### src/rtl/timing_pkg.sv
// timing_pkg: phase numbering, buffer path codes and D0_D3 source selects for the machine cycle.
package timing_pkg;
    localparam logic [2:0] A1 = 3'd0;
    localparam logic [2:0] A2 = 3'd1;
    localparam logic [2:0] A3 = 3'd2;
    localparam logic [2:0] M1 = 3'd3;
    localparam logic [2:0] M2 = 3'd4;
    localparam logic [2:0] X1 = 3'd5;
    localparam logic [2:0] X2 = 3'd6;
    localparam logic [2:0] X3 = 3'd7;
    localparam logic [1:0] PATH_LOAD    = 2'b00;
    localparam logic [1:0] PATH_DRIVE   = 2'b01;
    localparam logic [1:0] PATH_IDLE    = 2'b10;
    localparam logic [1:0] PATH_CAPTURE = 2'b11;
    localparam logic [1:0] DSEL_PCL = 2'd0;
    localparam logic [1:0] DSEL_PCM = 2'd1;
    localparam logic [1:0] DSEL_PCH = 2'd2;
    localparam logic [1:0] DSEL_ACC = 2'd3;
endpackage

### src/rtl/phase_counter.sv
// phase_counter: free-running phase/sub-step counter; exposes next state so outputs can be registered in step.
module phase_counter
    import timing_pkg::*;
(
    input  logic       clk_2,
    input  logic       rst_n,
    output logic [2:0] phase,
    output logic       sub,
    output logic [2:0] phase_nx,
    output logic       sub_nx,
    output logic       last
);
    // X3 + 1 wraps to A1 through the 3-bit overflow
    assign phase_nx = sub ? phase + 3'd1 : phase;
    assign sub_nx   = ~sub;
    assign last     = (phase == X3) && sub;

    always_ff @(posedge clk_2 or negedge rst_n) begin
        if (!rst_n) begin
            phase <= A1;
            sub   <= 1'b0;
        end else begin
            phase <= phase_nx;
            sub   <= sub_nx;
        end
    end
endmodule

### src/rtl/machine_cycle_timing.sv
// machine_cycle_timing: 8-phase machine-cycle sequencer for the 4-bit data bus buffer.
// Every output is decoded from the next state and registered, so it lines up with phase/sub.
module machine_cycle_timing
    import timing_pkg::*;
(
    input  logic       clk_2,
    input  logic       rst_n,
    input  logic       io_out,
    input  logic       io_in,
    input  logic       two_word,
    output logic       data_bus_buffer_enable,
    output logic [1:0] data_bus_buffer_path,
    output logic [1:0] d_sel,
    output logic       opr_load,
    output logic       opa_load,
    output logic       arg_load,
    output logic       pc_inc,
    output logic       sync,
    output logic [2:0] phase,
    output logic       second_word
);
    logic       sub, sub_nx, last;
    logic [2:0] phase_nx;
    logic       io_out_q, io_in_q;
    logic       sw_nx, io_out_nx, io_in_nx, samp;
    logic       en_nx;
    logic [1:0] path_nx, dsel_nx;

    phase_counter u_phase_counter (
        .clk_2    (clk_2),
        .rst_n    (rst_n),
        .phase    (phase),
        .sub      (sub),
        .phase_nx (phase_nx),
        .sub_nx   (sub_nx),
        .last     (last)
    );

    // second word never chains into a third
    assign sw_nx     = last ? (two_word & ~second_word) : second_word;
    assign samp      = (phase == X1) && sub;
    assign io_out_nx = samp ? io_out : io_out_q;
    assign io_in_nx  = samp ? io_in : io_in_q;

    always_comb begin
        en_nx   = 1'b1;
        path_nx = PATH_IDLE;
        dsel_nx = DSEL_PCL;
        if (phase_nx <= A3) begin
            en_nx   = 1'b0;
            dsel_nx = phase_nx[1:0];
            path_nx = sub_nx ? PATH_DRIVE : PATH_LOAD;
        end else if (phase_nx == M1 || phase_nx == M2) begin
            en_nx   = 1'b0;
            path_nx = sub_nx ? PATH_CAPTURE : PATH_IDLE;
        end else if (phase_nx == X2 && io_out_nx) begin
            en_nx   = 1'b0;
            dsel_nx = DSEL_ACC;
            path_nx = sub_nx ? PATH_DRIVE : PATH_LOAD;
        end else if (phase_nx == X2 && io_in_nx) begin
            en_nx   = 1'b0;
            path_nx = sub_nx ? PATH_CAPTURE : PATH_IDLE;
        end
    end

    always_ff @(posedge clk_2 or negedge rst_n) begin
        if (!rst_n) begin
            second_word            <= 1'b0;
            io_out_q               <= 1'b0;
            io_in_q                <= 1'b0;
            data_bus_buffer_enable <= 1'b1;
            data_bus_buffer_path   <= PATH_IDLE;
            d_sel                  <= DSEL_PCL;
            opr_load               <= 1'b0;
            opa_load               <= 1'b0;
            arg_load               <= 1'b0;
            pc_inc                 <= 1'b0;
            sync                   <= 1'b0;
        end else begin
            second_word            <= sw_nx;
            io_out_q               <= io_out_nx;
            io_in_q                <= io_in_nx;
            data_bus_buffer_enable <= en_nx;
            data_bus_buffer_path   <= path_nx;
            d_sel                  <= dsel_nx;
            opr_load               <= !sub_nx && phase_nx == M2 && !sw_nx;
            opa_load               <= !sub_nx && phase_nx == X1 && !sw_nx;
            arg_load               <= !sub_nx && (phase_nx == M2 || phase_nx == X1) && sw_nx;
            pc_inc                 <= sub_nx && phase_nx == A3;
            sync                   <= phase_nx == X3;
        end
    end
endmodule

### config.mk
export PLATFORM = sky130hd
export DESIGN_NAME = machine_cycle_timing
export DESIGN_NICKNAME = d
export VERILOG_FILES = /design/src/rtl/timing_pkg.sv /design/src/rtl/phase_counter.sv /design/src/rtl/machine_cycle_timing.sv
export SDC_FILE = /design/constraint.sdc
export NUM_CORES = 1
export LEC_CHECK = 0
export BUFFER_PORTS_ARGS = -buffer_cell sky130_fd_sc_hd__buf_2
export CORE_AREA = 3 3 48 50
export CTS_CLUSTER_SIZE = 14
export DETAILED_ROUTE_END_ITERATION = 8
export DIE_AREA = 0 0 51 53
export PLACE_DENSITY_LB_ADDON = 0.12
export SLEW_MARGIN = 20
export SYNTH_ARGS = -nofsm -noshare
export SYNTH_HDL_FRONTEND = slang
export SYNTH_SLANG_ARGS = --single-unit
### constraint.sdc
create_clock -name clk_2 -period 1.8 [get_ports clk_2]
set_clock_uncertainty 0.05 [all_clocks]
set_input_delay 0.27 -clock clk_2 [delete_from_list [all_inputs] [get_ports clk_2]]
set_output_delay 0.27 -clock clk_2 [all_outputs]
set_load 0.005 [all_outputs]
# Yosys cells after proc, flatten, opt, wreduce, memory -nomap -nowiden
# Cells that the tools add are included.
dict set report op_classes {
  add_sub_neg 1
  order_cmp 1
  n_eq_ne 8
  mux 17
  n_bitwise 3
  n_reduce_logical 14
}
# operator count
set ops {}
lappend ops {{== test 3 bit (second input constant)} 6}
lappend ops {{2-to-1 mux 2 bit} 6}
lappend ops {{logical AND 1 bit} 11}
lappend ops {{2-to-1 mux 1 bit} 10}
lappend ops {{== test 3 x 2 -> 1 bit (second input constant)} 2}
lappend ops {{adder 3 x 1 -> 3 bit (second input constant)} 1}
lappend ops {{<= comparator 3 x 2 -> 1 bit (second input constant)} 1}
lappend ops {{2-to-1 mux 3 bit} 1}
lappend ops {{logical OR 1 bit} 2}
lappend ops {{inverter 1 bit} 2}
lappend ops {{bitwise AND 1 bit} 1}
lappend ops {{zero test 1 bit} 1}
dict set report word_totals {
  reg_bits 17
  input_bits 5
  output_inout_bits 14
  word_cells 57
}

# Depth between registers and ports, before layout
dict set report depth {
  ltp_word 8
  depth_mapped 6
  mapped_depth_nobuf 6
}

# Cells and area by module
# A second synthesis with hierarchy kept.
dict set report hier_totals {
  cells_unflattened 52
  area_unflattened_um2 714.4
}
# mod n_inst cells_per_inst area_per_inst_um2 seq_area_each_um2
set by_module_without_submodules {}
lappend by_module_without_submodules {machine_cycle_timing 1 41 546.8 327.8}
lappend by_module_without_submodules {phase_counter 1 11 167.7 100.1}

# Least setup slack after synthesis
# OpenSTA, ideal clock, no wires.
dict set report synth_timing {
  path_kind {flip-flop to flip-flop}
  start {register u_phase_counter.phase[0]}
  end {register d_sel[0]}
  setup_time_ps 122
  arrival_time_ps 1536
  required_time_ps 1628
  slack_ps 93
  path_stages_with_launch 6
  path_buffers 0
  synth_period_minus_slack_ps 1707
  cell_sequence {dfrtp_1 ha_1 ha_1 mux2i_2 inv_2 a32o_1}
}
dict set report synth_between {
  elab_chain_cells 7
  word_cells_on_any_way 14
  classes_between {add/sub: 1; order compare: 1; eq/ne: 4; mux: 5; reduce/logical: 3}
}
# element line
set synth_lines {}
lappend synth_lines {{start: declaration} phase_counter.sv:7} ;# output logic [2:0] phase,
lappend synth_lines {{start signal: assignment} phase_counter.sv:23} ;# phase <= phase_nx;
lappend synth_lines {{adder 3 x 1 -> 3 bit (*)} phase_counter.sv:14} ;# assign phase_nx = sub ? phase + 3'd1 : phase;
lappend synth_lines {{2-to-1 mux 3 bit (*)} phase_counter.sv:14}
lappend synth_lines {{named net phase_nx[2]} machine_cycle_timing.sv:23} ;# logic [2:0] phase_nx;
lappend synth_lines {{== test 3 bit} machine_cycle_timing.sv:56} ;# end else if (phase_nx == X2 && io_out_nx) begin
lappend synth_lines {{logical AND 1 bit} machine_cycle_timing.sv:56}
lappend synth_lines {{2-to-1 mux 2 bit} machine_cycle_timing.sv:56}
lappend synth_lines {{2-to-1 mux 2 bit} machine_cycle_timing.sv:53} ;# end else if (phase_nx == M1 || phase_nx == M2) begin
lappend synth_lines {{2-to-1 mux 2 bit (*)} machine_cycle_timing.sv:49} ;# if (phase_nx <= A3) begin
lappend synth_lines {{named net dsel_nx[0]} machine_cycle_timing.sv:27} ;# logic [1:0] path_nx, dsel_nx;
lappend synth_lines {{end signal: assignment} machine_cycle_timing.sv:85} ;# d_sel <= dsel_nx;
lappend synth_lines {{end: declaration} machine_cycle_timing.sv:13} ;# output logic [1:0] d_sel,
# The timed path passes the listed nets; every way through them passes the cells marked *.

# Worst setup path in the final report
dict set report layout_timing {
  start {register u_phase_counter.phase[1]}
  end {register d_sel[0]}
}
# The elaborated chain is that of the path after synthesis.

==> impl_metrics.toml <==
[run_status]
status = "finished clean"

[logic_synthesis]
ys.flop_type = "dfrtp_1"
postSynth.asyncResetShare_pct = 100
yosysSeqAreaShare_pct = 57.0
netlist_top_cells_area = "dfrtp_1 50%, dfstp_2 7.0%, ha_1 5.0%"
ys_seq_elements = 17
ys_types = 32
synth_common_cells = "15 x dfrtp_1, 4 x nand2_1"
syn_inst = 59
syn_avg_cell_area_um2 = 12.7
syn_nets = 67
synth_top_area_share_pct = 50.0
synth-edff-count = 0
yosysMostFrequentCell = "dfrtp_1"
yosysWarnings = 0
syn_area_um2 = 751
yosysTopAreaCell = "dfrtp_1"

[clock_network]
post_cts_resized = 0
insertion_delay_ns = 0.30
cts-root-buf = "clkbuf_4"
cts.reportedPaths.clkPinSlew_ns = 0.10
htreeDepth = 1
clockBufferDepth = 2
cts.sinks = 17
cts_buffers = 3
cts_tree = "built"
cts_setup_buffers = 0

[worst_setup_path]
crit_type = "reg -> reg"
worstPathCellList = "ha_1 -> ha_1 -> mux2i_2 -> inv_2 -> a32o_1"
cp_max_fo = 5
cp_slowest_stage_delay_ns = 0.43
cp_common_cell = "ha_1"
critPathRequiredTime_ns = 1.95
critPathLaunchType = "register"
cp_slowest_cell = "dfrtp_1"
arrival_ns = 1.78
critPathCaptureType = "register"

[timing]
max_freq_mhz = 614
final_max_slew_viol_count = 0
period_needed_ns = 1.63
rsz0062_at_grt = "false"
setup_tns_ns = 0
hold_viol_final = 0
fin_crit_sh_pct = 90.5
hold-worst-slack_ns = 0.173
worst-slew-pin-transition_ns = 0.444
relSlewSlack_pct = 70.4
setup_viol_count_final = 0

[routing]
drc = 0
wirelength_um = 1320
detailedRoute.firstPassIterationCount = 4
avgRoutedWirePerCell_um = 11.9
via_per_inst = 4.70
drt_iter0_drc = 5
vias = 522
ant_nets = 0

[power]
ir_drop_mv = 0.339
power.density_nw_per_um2 = 668
p_leak_nw = 0.486
total_power_mw = 0.617

[worst_hold_path]
hold_class = "in -> reg"

[floorplan]
die_h_um = 53
dieArea_um2 = 2700
io_pins = 19
placementRows = 16
coreArea_um2 = 1940
initial_core_util_pct = 38.7
die_w_um = 51

[final_layout]
area_growth_pct = 23.0
fin_nets = 93
diodes = 0
drive_above_1_share_pct = 41.7
stdcell_area_um2 = 923
fin_util_pct = 47.6

[grt]
grt_pass1_wl_um = 2420
grt_max_degree = 18
antenna_found_initial = 0
grt-ovfl-total = 0
grt_pass1_vias = 549
grtUsageTotal_pct = 12.8

[placed_design]
dpl.hpwl_um = 1010
placed_area_um2 = 886
gp_congestion = 0.767
numPortBuffers = 18

[job]
maxCapViolations = 0
[path summary, 6_finish.rpt]
| path | from | end | slack [ns] | cells past startpoint |
|---|---|---|---|---|
| min in group asynchronous | rst_n | sync | 0.36 | 2 |
| setup / recovery | u_phase_counter.phase[1] | d_sel[0] | 0.17 | 5 |
| max in group asynchronous | rst_n | data_bus_buffer_path[1] | 1.03 | 2 |
| hold / removal | io_in | io_in_q | 0.17 | 2 |
| hold reg to reg | io_in_q | io_in_q | 0.49 | 1 |
| setup reg to reg | u_phase_counter.phase[1] | d_sel[0] | 0.17 | 5 |
[sequential cells by signal (all words and copies together), names as in the netlist]
signal / flops
pc_inc: 1
data_bus_buffer_path: 2
opa_load: 1
io_out_q: 1
arg_load: 1
d_sel: 2
sync: 1
u_phase_counter.phase: 3
data_bus_buffer_enable: 1
opr_load: 1
io_in_q: 1
second_word: 1
u_phase_counter.sub: 1
[placed cells by master, fill, tap and decap left out, types with 2 or more instances in the layout]
cell type	n
inv_1	3
a31oi_1	2
ha_1	3
buf_2	18
nand2b_1	3
buf_4	3
dfstp_2	2
nand2_1	4
nor2b_1	3
dfrtp_1	15
clkbuf_4	3
[worst max-delay path, delay by kind of cell (launching register included)]
kind / cells / cell delay [ns]
buffers and inverters: 1 / 0.09
flip-flops: 1 / 0.43
AO/OA/AOI/OAI: 1 / 0.24
adder cells (fa/ha/maj): 2 / 0.49
multiplexers: 1 / 0.22
[layer usage]
layer  share of wire (%)  vias up  global-route usage, %
li1                    -      256                      -
met1                  44      246                   15.5
met2                  47       14                   19.3
met3                 4.8        6                   2.82
met4                 4.1        0                   10.8
met5                   0        -                      0
[metrics by stage]
stage / std cells / worst slack [ns]
floorplan: 59 / 0.0928
global placement: 106 / 0.219
detailed placement: 106 / 0.185
CTS: 111 / 0.173
global route: 111 / 0.100
finish: 111 / 0.172
[logic make-up (layout without fill, tap and decap cells)]
kind of cell | after synthesis | count (layout) | synth area share (%)
buf+inv | 5 | 30 | 3.50
flops | 17 | 17 | 57.0
mux | 4 | 4 | 6.67
simple gates | 18 | 18 | 14.7
compound gates | 11 | 11 | 11.0
xor+xnor | 1 | 1 | 2.17
fa+ha+maj | 3 | 3 | 5.00
[power by group]
part | switching (mW) | total [mW] | internal [mW]
clock | 0.121 | 0.204 | 0.0829
combinational | 0.0137 | 0.0248 | 0.0111
sequential | 0.00262 | 0.388 | 0.386
[area by class of cell]
class | count | area, um2
flip-flops and latches | 17 | 428
well taps | 27 | 33.8
clock inverters | 1 | 5.00
multi-input cells | 37 | 297
fillers | 185 | 1020
inverters | 4 | 15.0
repair buffers | 22 | 123
clock buffers | 3 | 22.5
[what timing repair did]
action                     CTS  global route
hold endpoints to repair    15             0
hold buffers                 1             0
setup endpoints to repair    0             0
Power figures use the tool's default switching activity.
